===== config.mk =====
export PLATFORM = sky130hd
export DESIGN_NAME = pipe_ctrl_flat
export DESIGN_NICKNAME = d
export VERILOG_FILES = /design/src/rtl/pipe_ctrl_pkg.sv /design/src/rtl/pipe_ctrl_if.sv /design/src/rtl/pipe_ctrl_fwd_unit.sv /design/src/rtl/pipe_ctrl.sv /design/src/flat_wrapper.sv
export SDC_FILE = /design/constraint.sdc
export NUM_CORES = 1
export LEC_CHECK = 0
export ABC_AREA = 1
export CORE_MARGIN = 2
export CORE_UTILIZATION = 45
export CTS_CLUSTER_SIZE = 16
export DETAILED_ROUTE_END_ITERATION = 12
export GPL_ROUTABILITY_DRIVEN = 0
export HOLD_SLACK_MARGIN = 0.1
export PLACE_DENSITY = 0.72
export SLEW_MARGIN = 20
export SYNTH_ARGS = -nofsm -noshare
export SYNTH_HDL_FRONTEND = slang
export SYNTH_SLANG_ARGS = --single-unit

===== constraint.sdc =====
create_clock -name clk -period 3.5 [get_ports clk]
set_input_delay 0.7 -clock clk [delete_from_list [all_inputs] [get_ports clk]]
set_output_delay 0.7 -clock clk [all_outputs]
set_load 0.02 [all_outputs]

===== src/rtl/pipe_ctrl_pkg.sv =====
// Shared types and constants for the miniRV pipeline controller.
// Latency: n/a (declarations only).
// Backpressure: n/a.
package pipe_ctrl_pkg;

    typedef logic [4:0] reg_idx_t;
    typedef logic [1:0] fwd_sel_t;

    // EX operand source selects
    localparam fwd_sel_t FWD_RF  = 2'b00;
    localparam fwd_sel_t FWD_MEM = 2'b01;
    localparam fwd_sel_t FWD_WB  = 2'b10;

    // DRAM-wait FSM encodings
    localparam logic [0:0] ST_RUN  = 1'b0;
    localparam logic [0:0] ST_WAIT = 1'b1;

    // Pipeline register controls, grouped so each hazard case is one constant
    typedef struct packed {
        logic pc_en;
        logic if_id_en;
        logic id_ex_en;
        logic ex_mem_en;
        logic mem_wb_en;
        logic if_id_flush;
        logic id_ex_flush;
        logic mem_wb_flush;
    } ctrl_t;

    // Free-running pipeline
    localparam ctrl_t CTRL_RUN   = ctrl_t'(8'b11111_000);
    // DRAM stall: everything up to EX/MEM holds, a bubble drains into WB
    localparam ctrl_t CTRL_MEM   = ctrl_t'(8'b00001_001);
    // Redirect: squash the two younger instructions, keep moving
    localparam ctrl_t CTRL_REDIR = ctrl_t'(8'b11111_110);
    // Load-use: hold PC and IF/ID, inject one bubble into EX
    localparam ctrl_t CTRL_LU    = ctrl_t'(8'b00111_010);

    // A producer forwards to a consumer only when it really writes a
    // non-x0 register that the consumer names.
    function automatic logic dst_hit(input logic we, input reg_idx_t dst, input reg_idx_t src);
        return we && (dst != '0) && (dst == src);
    endfunction

endpackage


===== src/rtl/pipe_ctrl_if.sv =====
// Bundle between the miniRV datapath and the pipeline controller.
// Latency: n/a (wires only).
// Backpressure: n/a; stalls are expressed through the enable/flush outputs.
// Ports: master = datapath (drives hazard info, receives controls),
//        slave  = pipe_ctrl (the reverse).
interface pipe_ctrl_if
    import pipe_ctrl_pkg::*;
#(
    parameter int CNT_W = 32
) ();

    // ID stage sources
    reg_idx_t id_rs1;
    reg_idx_t id_rs2;
    logic     id_rs1_used;
    logic     id_rs2_used;
    // EX stage
    reg_idx_t ex_rs1;
    reg_idx_t ex_rs2;
    reg_idx_t ex_wR;
    logic     ex_rf_we;
    logic     ex_is_load;
    logic     ex_redirect;
    // MEM / WB destinations
    reg_idx_t mem_wR;
    logic     mem_rf_we;
    reg_idx_t wb_wR;
    logic     wb_rf_we;
    // DRAM handshake
    logic     mem_req;
    logic     dram_ready;
    logic     dram_req;
    // Pipeline register controls
    logic     pc_en;
    logic     if_id_en;
    logic     id_ex_en;
    logic     ex_mem_en;
    logic     mem_wb_en;
    logic     if_id_flush;
    logic     id_ex_flush;
    logic     mem_wb_flush;
    // Forwarding selects
    fwd_sel_t fwd_rs1_sel;
    fwd_sel_t fwd_rs2_sel;
    // Status
    logic [CNT_W-1:0] stall_cnt;
    logic [CNT_W-1:0] flush_cnt;
    logic             timeout_err;

    modport master (
        output id_rs1, id_rs2, id_rs1_used, id_rs2_used,
        output ex_rs1, ex_rs2, ex_wR, ex_rf_we, ex_is_load, ex_redirect,
        output mem_wR, mem_rf_we, wb_wR, wb_rf_we,
        output mem_req, dram_ready,
        input  dram_req,
        input  pc_en, if_id_en, id_ex_en, ex_mem_en, mem_wb_en,
        input  if_id_flush, id_ex_flush, mem_wb_flush,
        input  fwd_rs1_sel, fwd_rs2_sel,
        input  stall_cnt, flush_cnt, timeout_err
    );

    modport slave (
        input  id_rs1, id_rs2, id_rs1_used, id_rs2_used,
        input  ex_rs1, ex_rs2, ex_wR, ex_rf_we, ex_is_load, ex_redirect,
        input  mem_wR, mem_rf_we, wb_wR, wb_rf_we,
        input  mem_req, dram_ready,
        output dram_req,
        output pc_en, if_id_en, id_ex_en, ex_mem_en, mem_wb_en,
        output if_id_flush, id_ex_flush, mem_wb_flush,
        output fwd_rs1_sel, fwd_rs2_sel,
        output stall_cnt, flush_cnt, timeout_err
    );

endinterface


===== src/rtl/pipe_ctrl_fwd_unit.sv =====
// Operand forwarding select for one EX source register.
// Latency: combinational, zero cycles.
// Backpressure: none.
// Ports: ex_rs_i source; mem_*/wb_* producer destinations; sel_o 00 RF, 01 MEM, 10 WB.
module fwd_unit
    import pipe_ctrl_pkg::*;
(
    input  reg_idx_t ex_rs_i,
    input  logic     mem_rf_we_i,
    input  reg_idx_t mem_wr_i,
    input  logic     wb_rf_we_i,
    input  reg_idx_t wb_wr_i,
    output fwd_sel_t sel_o
);

    // MEM holds the younger result, so it overrides WB.
    always_comb begin
        sel_o = FWD_RF;
        if (dst_hit(mem_rf_we_i, mem_wr_i, ex_rs_i)) begin
            sel_o = FWD_MEM;
        end else if (dst_hit(wb_rf_we_i, wb_wr_i, ex_rs_i)) begin
            sel_o = FWD_WB;
        end
    end

endmodule


===== src/rtl/pipe_ctrl.sv =====
// Central hazard/stall/flush/forwarding controller for the five-stage miniRV core.
// Latency: controls and forwarding are combinational (zero cycles); counters and
//          timeout_err update on the edge after the qualifying cycle.
// Backpressure: a pending DRAM access freezes PC..EX/MEM until dram_ready or timeout.
// Ports: clk, rst (async, active-low), bus (pipe_ctrl_if.slave).
module pipe_ctrl
    import pipe_ctrl_pkg::*;
#(
    parameter int DRAM_TIMEOUT = 15,
    parameter int CNT_W        = 32
) (
    input  logic       clk,
    input  logic       rst,
    pipe_ctrl_if.slave bus
);

    localparam int WC_W = (DRAM_TIMEOUT > 1) ? $clog2(DRAM_TIMEOUT) : 1;

    logic [0:0]       state_q,     state_d;
    logic [WC_W-1:0]  wait_cnt_q,  wait_cnt_d;
    logic [CNT_W-1:0] stall_cnt_q, stall_cnt_d;
    logic [CNT_W-1:0] flush_cnt_q, flush_cnt_d;
    logic             err_q,       err_d;

    logic  mem_stall;
    logic  timeout;
    logic  stall_mem;
    logic  load_use;
    logic  stall_lu;
    logic  redirect_eff;
    ctrl_t ctrl;

    // ------------------------------------------------------------------
    // Hazard detection
    // ------------------------------------------------------------------
    assign mem_stall = bus.mem_req && !bus.dram_ready;

    // Last permitted wait cycle: the access is declared done instead of stalling.
    assign timeout   = (state_q == ST_WAIT) &&
                       (wait_cnt_q == WC_W'(DRAM_TIMEOUT - 1)) &&
                       !bus.dram_ready;

    assign stall_mem = mem_stall && !timeout;

    assign load_use  = bus.ex_is_load &&
                       (dst_hit(bus.ex_rf_we, bus.ex_wR, bus.id_rs1) && bus.id_rs1_used ||
                        dst_hit(bus.ex_rf_we, bus.ex_wR, bus.id_rs2) && bus.id_rs2_used);

    // Priority: DRAM stall > redirect > load-use. A frozen EX re-presents its
    // redirect next cycle; a redirect squashes the ID instruction that would
    // otherwise cause the load-use stall.
    always_comb begin
        ctrl         = CTRL_RUN;
        stall_lu     = 1'b0;
        redirect_eff = 1'b0;
        if (stall_mem) begin
            ctrl = CTRL_MEM;
        end else if (bus.ex_redirect) begin
            ctrl         = CTRL_REDIR;
            redirect_eff = 1'b1;
        end else if (load_use) begin
            ctrl     = CTRL_LU;
            stall_lu = 1'b1;
        end
    end

    // ------------------------------------------------------------------
    // DRAM wait FSM and sticky timeout flag
    // ------------------------------------------------------------------
    always_comb begin
        state_d    = state_q;
        wait_cnt_d = wait_cnt_q;
        err_d      = err_q | timeout;
        case (state_q)
            ST_RUN: begin
                if (mem_stall) begin
                    state_d    = ST_WAIT;
                    wait_cnt_d = '0;
                end
            end
            ST_WAIT: begin
                if (bus.dram_ready || timeout) begin
                    state_d = ST_RUN;
                end else begin
                    wait_cnt_d = wait_cnt_q + WC_W'(1);
                end
            end
            default: state_d = ST_RUN;
        endcase
    end

    // ------------------------------------------------------------------
    // Saturating performance counters
    // ------------------------------------------------------------------
    always_comb begin
        stall_cnt_d = stall_cnt_q;
        flush_cnt_d = flush_cnt_q;
        if ((stall_mem || stall_lu) && (stall_cnt_q != '1)) begin
            stall_cnt_d = stall_cnt_q + CNT_W'(1);
        end
        if (redirect_eff && (flush_cnt_q != '1)) begin
            flush_cnt_d = flush_cnt_q + CNT_W'(1);
        end
    end

    always_ff @(posedge clk or negedge rst) begin
        if (!rst) begin
            state_q     <= ST_RUN;
            wait_cnt_q  <= '0;
            stall_cnt_q <= '0;
            flush_cnt_q <= '0;
            err_q       <= 1'b0;
        end else begin
            state_q     <= state_d;
            wait_cnt_q  <= wait_cnt_d;
            stall_cnt_q <= stall_cnt_d;
            flush_cnt_q <= flush_cnt_d;
            err_q       <= err_d;
        end
    end

    // ------------------------------------------------------------------
    // Forwarding, one unit per EX source
    // ------------------------------------------------------------------
    fwd_unit u_fwd_rs1 (
        .ex_rs_i     (bus.ex_rs1),
        .mem_rf_we_i (bus.mem_rf_we),
        .mem_wr_i    (bus.mem_wR),
        .wb_rf_we_i  (bus.wb_rf_we),
        .wb_wr_i     (bus.wb_wR),
        .sel_o       (bus.fwd_rs1_sel)
    );

    fwd_unit u_fwd_rs2 (
        .ex_rs_i     (bus.ex_rs2),
        .mem_rf_we_i (bus.mem_rf_we),
        .mem_wr_i    (bus.mem_wR),
        .wb_rf_we_i  (bus.wb_rf_we),
        .wb_wr_i     (bus.wb_wR),
        .sel_o       (bus.fwd_rs2_sel)
    );

    // ------------------------------------------------------------------
    // Outputs
    // ------------------------------------------------------------------
    assign bus.dram_req     = bus.mem_req;
    assign bus.pc_en        = ctrl.pc_en;
    assign bus.if_id_en     = ctrl.if_id_en;
    assign bus.id_ex_en     = ctrl.id_ex_en;
    assign bus.ex_mem_en    = ctrl.ex_mem_en;
    assign bus.mem_wb_en    = ctrl.mem_wb_en;
    assign bus.if_id_flush  = ctrl.if_id_flush;
    assign bus.id_ex_flush  = ctrl.id_ex_flush;
    assign bus.mem_wb_flush = ctrl.mem_wb_flush;
    assign bus.stall_cnt    = stall_cnt_q;
    assign bus.flush_cnt    = flush_cnt_q;
    assign bus.timeout_err  = err_q;

endmodule


===== src/flat_wrapper.sv =====
// flat-port wrapper written by rule: the top's interface ports become plain ports
module pipe_ctrl_flat import pipe_ctrl_pkg::*;
#(
    parameter int DRAM_TIMEOUT = 15,
    parameter int CNT_W        = 32
)
  (clk, rst, bus_id_rs1, bus_id_rs2, bus_id_rs1_used, bus_id_rs2_used, bus_ex_rs1, bus_ex_rs2, bus_ex_wR, bus_ex_rf_we, bus_ex_is_load, bus_ex_redirect, bus_mem_wR, bus_mem_rf_we, bus_wb_wR, bus_wb_rf_we, bus_mem_req, bus_dram_ready, bus_dram_req, bus_pc_en, bus_if_id_en, bus_id_ex_en, bus_ex_mem_en, bus_mem_wb_en, bus_if_id_flush, bus_id_ex_flush, bus_mem_wb_flush, bus_fwd_rs1_sel, bus_fwd_rs2_sel, bus_stall_cnt, bus_flush_cnt, bus_timeout_err);
  pipe_ctrl_if #(.CNT_W(CNT_W)) bus_i ();
  input  logic clk;
  input  logic rst;
  input wire logic [$bits(bus_i.id_rs1)-1:0] bus_id_rs1;
  input wire logic [$bits(bus_i.id_rs2)-1:0] bus_id_rs2;
  input wire logic [$bits(bus_i.id_rs1_used)-1:0] bus_id_rs1_used;
  input wire logic [$bits(bus_i.id_rs2_used)-1:0] bus_id_rs2_used;
  input wire logic [$bits(bus_i.ex_rs1)-1:0] bus_ex_rs1;
  input wire logic [$bits(bus_i.ex_rs2)-1:0] bus_ex_rs2;
  input wire logic [$bits(bus_i.ex_wR)-1:0] bus_ex_wR;
  input wire logic [$bits(bus_i.ex_rf_we)-1:0] bus_ex_rf_we;
  input wire logic [$bits(bus_i.ex_is_load)-1:0] bus_ex_is_load;
  input wire logic [$bits(bus_i.ex_redirect)-1:0] bus_ex_redirect;
  input wire logic [$bits(bus_i.mem_wR)-1:0] bus_mem_wR;
  input wire logic [$bits(bus_i.mem_rf_we)-1:0] bus_mem_rf_we;
  input wire logic [$bits(bus_i.wb_wR)-1:0] bus_wb_wR;
  input wire logic [$bits(bus_i.wb_rf_we)-1:0] bus_wb_rf_we;
  input wire logic [$bits(bus_i.mem_req)-1:0] bus_mem_req;
  input wire logic [$bits(bus_i.dram_ready)-1:0] bus_dram_ready;
  output wire logic [$bits(bus_i.dram_req)-1:0] bus_dram_req;
  output wire logic [$bits(bus_i.pc_en)-1:0] bus_pc_en;
  output wire logic [$bits(bus_i.if_id_en)-1:0] bus_if_id_en;
  output wire logic [$bits(bus_i.id_ex_en)-1:0] bus_id_ex_en;
  output wire logic [$bits(bus_i.ex_mem_en)-1:0] bus_ex_mem_en;
  output wire logic [$bits(bus_i.mem_wb_en)-1:0] bus_mem_wb_en;
  output wire logic [$bits(bus_i.if_id_flush)-1:0] bus_if_id_flush;
  output wire logic [$bits(bus_i.id_ex_flush)-1:0] bus_id_ex_flush;
  output wire logic [$bits(bus_i.mem_wb_flush)-1:0] bus_mem_wb_flush;
  output wire logic [$bits(bus_i.fwd_rs1_sel)-1:0] bus_fwd_rs1_sel;
  output wire logic [$bits(bus_i.fwd_rs2_sel)-1:0] bus_fwd_rs2_sel;
  output wire logic [$bits(bus_i.stall_cnt)-1:0] bus_stall_cnt;
  output wire logic [$bits(bus_i.flush_cnt)-1:0] bus_flush_cnt;
  output wire logic [$bits(bus_i.timeout_err)-1:0] bus_timeout_err;
  assign bus_i.id_rs1 = bus_id_rs1;
  assign bus_i.id_rs2 = bus_id_rs2;
  assign bus_i.id_rs1_used = bus_id_rs1_used;
  assign bus_i.id_rs2_used = bus_id_rs2_used;
  assign bus_i.ex_rs1 = bus_ex_rs1;
  assign bus_i.ex_rs2 = bus_ex_rs2;
  assign bus_i.ex_wR = bus_ex_wR;
  assign bus_i.ex_rf_we = bus_ex_rf_we;
  assign bus_i.ex_is_load = bus_ex_is_load;
  assign bus_i.ex_redirect = bus_ex_redirect;
  assign bus_i.mem_wR = bus_mem_wR;
  assign bus_i.mem_rf_we = bus_mem_rf_we;
  assign bus_i.wb_wR = bus_wb_wR;
  assign bus_i.wb_rf_we = bus_wb_rf_we;
  assign bus_i.mem_req = bus_mem_req;
  assign bus_i.dram_ready = bus_dram_ready;
  assign bus_dram_req = bus_i.dram_req;
  assign bus_pc_en = bus_i.pc_en;
  assign bus_if_id_en = bus_i.if_id_en;
  assign bus_id_ex_en = bus_i.id_ex_en;
  assign bus_ex_mem_en = bus_i.ex_mem_en;
  assign bus_mem_wb_en = bus_i.mem_wb_en;
  assign bus_if_id_flush = bus_i.if_id_flush;
  assign bus_id_ex_flush = bus_i.id_ex_flush;
  assign bus_mem_wb_flush = bus_i.mem_wb_flush;
  assign bus_fwd_rs1_sel = bus_i.fwd_rs1_sel;
  assign bus_fwd_rs2_sel = bus_i.fwd_rs2_sel;
  assign bus_stall_cnt = bus_i.stall_cnt;
  assign bus_flush_cnt = bus_i.flush_cnt;
  assign bus_timeout_err = bus_i.timeout_err;
  pipe_ctrl #(.DRAM_TIMEOUT(DRAM_TIMEOUT), .CNT_W(CNT_W)) u_core (.clk(clk), .rst(rst), .bus(bus_i));
endmodule

---- After elaboration in Yosys (flattened, before gate mapping) ----
Index checks and enable logic that the tools add are counted.
word-level totals
  ROM bits ................................ 0
  input bits .............................. 46
  latch bits .............................. 0
  RAM bits ................................ 0
  word-level logic and storage cells ...... 66
  flip-flop bits (word level) ............. 70
  memories ................................ 0
operators by class
  shifts and indexed selects .............. 0
  bitwise gates (word level) .............. 2
  mux-type cells .......................... 18
  div/mod/pow operators ................... 0
  $mul .................................... 0
  reductions and logical operators ........ 27
  eq/ne operators ......................... 11
  add/sub/neg operators ................... 3
  $lt $le $gt $ge ......................... 0
operators by type and width
  kind                   number
  $add 32x1->32 const B  2
  $ne 32x32->1 const B   2
  $eq 5x5->1             6
  $mux 8                 3
  $logic_and 1x1->1      18
  $reduce_bool 5->1      3
  $mux 2                 4
  $mux 4                 2
  $pmux 4 s2             1
  $mux 1                 7
  $add 4x1->4 const B    1
  $eq 4x4->1 const B     1
  $logic_or 1x1->1       3
  $logic_not 1->1        2
  $ne 2x1->1 const B     1
  $ne 2x2->1 const B     1
  $pmux 1 s2             1
  $reduce_and 2->1       1
  $not 1->1              1
  $or 1x1->1             1

---- Logic depth before layout (Yosys ltp) ----
  depth in word-level cells ............... 11
  depth in mapped cells ................... 12

---- By module ----
From an unflattened synthesis, not the netlist that was laid out.
unflattened totals
  cell total of the unflattened synthesis .. 800
  area total of the unflattened synthesis .. 5,158.7 sq um
by module, submodules not included
  module     instances  seq. area each (sq um)  cells an instance  area an instance (sq um)
  pipe_ctrl  1          1,751.7                 700                4,730.8
  fwd_unit   2          0.0                     50                 214.0

---- Worst setup path before layout ----
Ideal clock, no wire load.
  kind .................................... in2out
  from .................................... input port bus_ex_wR[2]
  to ...................................... output port bus_pc_en
  buffers on the path ..................... 2
  cell stages on the path ................. 11
  arrival ................................. 1.948 ns
  path slack .............................. 0.852 ns
  cell sequence ........................... inv_1 -> nand2_1 -> nand2_1 -> nor2_1 -> nand3_1 -> nand2_1 -> nand3_1 -> nand2_1 -> clkbuf_1 -> inv_1 -> buf_4
between the ends
  word-level cells in the longest chain between the ends .. 9
  elaborated cells between the ends (all ways) .. 13
  classes of those cells .................. eq/ne (2); mux (3); reduce/logical (8)
RTL lines
  element                                      line                              text
  from (decl)                                  flat_wrapper.sv:17                input wire logic [$bits(bus_i.ex_wR)-1:0] bus_ex_wR;
  $reduce_bool 5->1                            pipe_ctrl_pkg.sv:42               return we && (dst != '0) && (dst == src);
  $logic_and 1x1->1 (2 in series)              pipe_ctrl_pkg.sv:42
  $logic_and 1x1->1, on equally long branches  pipe_ctrl.sv:46, pipe_ctrl.sv:47
  $logic_or 1x1->1 *                           pipe_ctrl.sv:46                   (dst_hit(bus.ex_rf_we, bus.ex_wR, bus.id_rs1) && bus.id_rs1_used ||
  $logic_and 1x1->1 *                          pipe_ctrl.sv:45                   assign load_use = bus.ex_is_load &&
  $mux 8 *                                     pipe_ctrl.sv:61                   end else if (load_use) begin
  $mux 8 *                                     pipe_ctrl.sv:58                   end else if (bus.ex_redirect) begin
  $mux 8 *                                     pipe_ctrl.sv:56                   if (stall_mem) begin
  to (decl)                                    flat_wrapper.sv:28                output wire logic [$bits(bus_i.pc_en)-1:0] bus_pc_en;
Mark *: on every way between the ends. The rest lies on a longest branch, timed or not.

---- Final worst setup path ----
Same ends and word-level chain as after synthesis.

==> flow_summary.rst <==
.. list-table::
   :header-rows: 1

   * - Metric
     - Value
   * - Result of the run
     - complete, no violations
   * - Combinational cell fraction of total power
     - 24.7%
   * - Data arrival time of the critical path
     - 2.58 ns
   * - Number of cells upsized or downsized after cts
     - 0
   * - DP Wirelength
     - 10900 µm
   * - Number of instances in the synthesized netlist
     - 749
   * - Largest area contributor in the synthesized netlist
     - sky130_fd_sc_hd__dfrtp_1
   * - Nature of the critical path endpoint
     - primary output
   * - Congestion Overflow GR
     - 0
   * - Required time worst endpoint
     - 2.80 ns
   * - Cell count after placement
     - 996
   * - Post-route fraction of the period consumed by the critical path
     - 93.8%
   * - Synthesized Nets
     - 799
   * - Number of buffers inserted during clock tree synthesis
     - 9
   * - Most used cells in the layout excluding fill and tap cells
     - sky130_fd_sc_hd__nand2_1, sky130_fd_sc_hd__clkdlybuf4s50_1, sky130_fd_sc_hd__nor2_1
   * - Horizontal die dimension
     - 110 µm
   * - Maximum count of clock buffers along a single path
     - 2
   * - Final #Nets
     - 917
   * - Final wirelength
     - 14300 µm
   * - Clock Power Share
     - 31.2%
   * - Number of hold buffers added after cts
     - 0
   * - Largest clock skew in the final design
     - 0.00670 ns
   * - Slew Limit Fails
     - 0
   * - Core Region
     - 0.0109 mm²
   * - Total leakage power
     - 3.00 nW
   * - Root buf cell
     - sky130_fd_sc_hd__clkbuf_8
   * - Count of boundary I/O pins
     - 124
   * - Seq pwr share
     - 44.0%
   * - Layout Area Growth over Synthesis
     - 29.8%
   * - Net switching fraction of the power
     - 33.0%
   * - Routed wirelength normalized by instance count
     - 14.1 µm
   * - CTS sink count
     - 70
   * - Post-synthesis instance area
     - 0.00503 mm²
   * - First-pass GRT wire length
     - 23700 µm
   * - Final Util
     - 60.0%
   * - Initial antenna violation count
     - 0
   * - Flip-flop and latch count after synthesis
     - 70
   * - Synthesized area per cell
     - 6.72 µm²
   * - First-pass DRT Iterations
     - 5
   * - Reg clk slew, reported paths
     - 0.08 ns
   * - Combined global-route utilization of all metal layers
     - 24.9%
   * - Number of hold-slack violations in the final timing report
     - 0
   * - Fraction of final layout cells with drive strength greater than 1
     - 4.13%
   * - Worst setup slack for register-to-register paths
     - 1.12 ns
   * - Warning count from the yosys run
     - 0
   * - Top fanout value on the critical path
     - 3
   * - Endpoints failing setup
     - 0
   * - Slew headroom
     - 59.4%
   * - Slew at the pin closest to its max-slew limit
     - 0.609 ns
   * - Vertical die dimension
     - 110 µm
   * - Pin count of the biggest net entering global routing
     - 49
   * - Start-to-end type of the worst setup path
     - in -> out
   * - Detailed-route DRC error count
     - 0
   * - Count of unique library cells instantiated by Yosys
     - 34
   * - Count of nets left with antenna violations after detail routing
     - 0
   * - Clock tree from TritonCTS
     - done
   * - Largest vdd supply drop
     - 0.000281 V
   * - Port Buf Inserts
     - 122
   * - Setup repair after global routing missed its margin
     - false
   * - Sort of element at the start of the critical path
     - primary input
   * - Die footprint
     - 0.0120 mm²
   * - Commonest non-fill, non-tap cell in the layout
     - sky130_fd_sc_hd__nand2_1
   * - Internal power consumption
     - 1.49 mW
   * - Setup_tns
     - 0 ns
   * - Mean number of vias per cell
     - 5.19
   * - Number of maximum-capacitance violations
     - 0
   * - Fill count
     - 1020
   * - Hold Path Class
     - in -> async
   * - Cell types with the largest area share after synthesis
     - sky130_fd_sc_hd__dfrtp_1, sky130_fd_sc_hd__nand2_1, sky130_fd_sc_hd__xor2_1, sky130_fd_sc_hd__nor2_1, sky130_fd_sc_hd__nand3_1
   * - Worst-skew pair later-pin latency
     - 0.36 ns
   * - Starting utilization of the core area
     - 46.2%
   * - Register area share after synthesis
     - 34.8%
   * - Fmax
     - 305 MHz
   * - Via total after detailed routing
     - 5250
   * - Post-route minimum period
     - 3.28 ns
   * - Number of design-rule violations left by the first detailed-router iteration
     - 315
   * - Power density over the cells
     - 340 mW/mm²
   * - Number of levels the H-tree was split into
     - 3
   * - Area share of the largest cell type after synthesis
     - 34.8%
   * - Via count of the first global-routing pass
     - 5007
   * - Net Switching
     - 734 µW
   * - Worst R2R Start
     - u_core.bus.stall_cnt[0]$_DFFE_PN0P_
   * - Post CTS Setup Buffer Count
     - 0
   * - Final cell count without fillers
     - 1012
   * - N_diodes
     - 0
   * - Cell Rows
     - 38
   * - Destination of the worst register-to-register timing path
     - u_core.bus.stall_cnt[3]$_DFFE_PN0P_
   * - Worst r2r path cells
     - 9
[area by class of cell]
type                       instances  area, µm²  share of cell area [%]
clock inverter                     5       57.6                   0.881
timing repair buffer             126       1250                    19.1
sequential                        70       1750                    26.8
multi-input combinational        605       2940                    45.0
clock buffer                      11        151                    2.32
inverter                          55        206                    3.16
tap                              140        175                    2.68
[worst max-delay path, stage by stage]
cell and delay, ns:
sky130_fd_sc_hd__clkdlybuf4s50_1 0.51, sky130_fd_sc_hd__inv_1 0.08, sky130_fd_sc_hd__nand2_1 0.07, sky130_fd_sc_hd__nand2_1 0.05, sky130_fd_sc_hd__nor2_1 0.11, sky130_fd_sc_hd__nand3_1 0.09, sky130_fd_sc_hd__nand2_1 0.09, sky130_fd_sc_hd__nand3_1 0.11
sky130_fd_sc_hd__nand2_1 0.16, sky130_fd_sc_hd__inv_1 0.08, sky130_fd_sc_hd__clkdlybuf4s50_1 0.54
[power by group through the flow]
stage	sequential, mW	clock (mW)	combinational (mW)
2_1_floorplan	1.03	0	0.241
3_3_place_gp	0.987	0	0.536
3_5_place_dp	0.991	0	0.551
4_1_cts	0.978	0.710	0.554
5_1_grt	0.990	0.748	0.601
6_report	0.979	0.695	0.550
[cells by family after synthesis]
family | after synthesis | synth area share [%]
other cells | 1 | 0.0746
flops | 70 | 34.8
compound gates | 18 | 1.92
xor+xnor | 65 | 11.3
buf+inv | 74 | 6.74
simple gates | 517 | 44.1
fa+ha+maj | 4 | 0.995
[synthesized netlist by cell type]
master and n:
sky130_fd_sc_hd__or2_2 1, sky130_fd_sc_hd__buf_2 7, sky130_fd_sc_hd__nor3b_1 1, sky130_fd_sc_hd__a21boi_0 1, sky130_fd_sc_hd__nand4_1 14, sky130_fd_sc_hd__nor3_1 28
sky130_fd_sc_hd__nor2_4 2, sky130_fd_sc_hd__o22ai_1 1, sky130_fd_sc_hd__xor2_1 37, sky130_fd_sc_hd__and2_1 1, sky130_fd_sc_hd__ha_1 4, sky130_fd_sc_hd__dfrtp_1 70
sky130_fd_sc_hd__conb_1 1, sky130_fd_sc_hd__nor3_2 1, sky130_fd_sc_hd__buf_6 5, sky130_fd_sc_hd__nand2_1 313, sky130_fd_sc_hd__inv_1 53, sky130_fd_sc_hd__buf_4 4
sky130_fd_sc_hd__clkbuf_1 3, sky130_fd_sc_hd__nand4_4 1, sky130_fd_sc_hd__nand3_1 57, sky130_fd_sc_hd__nor2_1 79, sky130_fd_sc_hd__nand2_4 3, sky130_fd_sc_hd__nor4_1 2
sky130_fd_sc_hd__o21bai_1 1, sky130_fd_sc_hd__a21oi_1 3, sky130_fd_sc_hd__xnor2_1 28, sky130_fd_sc_hd__nand3b_1 8, sky130_fd_sc_hd__o21ai_0 12, sky130_fd_sc_hd__inv_2 2
sky130_fd_sc_hd__and3_1 1, sky130_fd_sc_hd__nor3_4 1, sky130_fd_sc_hd__nor2_2 2, sky130_fd_sc_hd__nand3_2 2
[metal layers]
metal | share of wire (%) | vias to the layer above | wire, µm | global-route usage [%]
met1 | 43 | 2449 | 6210 | 30.9
li1 | - | 2596 | - | -
met2 | 49 | 169 | 7010 | 42.3
met5 | 0 | - | 0 | 0
met4 | 2.5 | 0 | 363 | 9.76
met3 | 4.9 | 36 | 704 | 5.22
[through the flow]
stage | setup slack [ns] | hold WS (ns) | instance area [µm²] | power [mW]
4_1_cts | 0.198 | 0.509 | 6530 | 2.24
6_report | 0.218 | 0.333 | 6530 | 2.22
2_1_floorplan | 0.852 | 0.404 | 5030 | 1.27
3_5_place_dp | 0.208 | 0.491 | 6320 | 1.54
5_1_grt | 0.0975 | 0.383 | 6530 | 2.34
3_3_place_gp | 0.260 | 0.460 | 6320 | 1.52
[worst max-delay path by stage]
stage	from	end
2_1_floorplan	bus_ex_wR[2]	bus_pc_en
3_3_place_gp	bus_ex_wR[3]	bus_pc_en
3_5_place_dp	bus_ex_wR[3]	bus_pc_en
4_1_cts	bus_ex_wR[3]	bus_pc_en
5_1_grt	bus_ex_wR[2]	bus_pc_en
6_report	bus_ex_wR[2]	bus_pc_en
[state kept, by name (all words and copies together), names as in the netlist]
| name | cells |
|---|---|
| u_core.bus.timeout_err | 1 |
| u_core.state_q | 1 |
| u_core.bus.flush_cnt | 32 |
| u_core.bus.stall_cnt | 32 |
| u_core.wait_cnt_q | 4 |
Power figures use the tool's default switching activity.
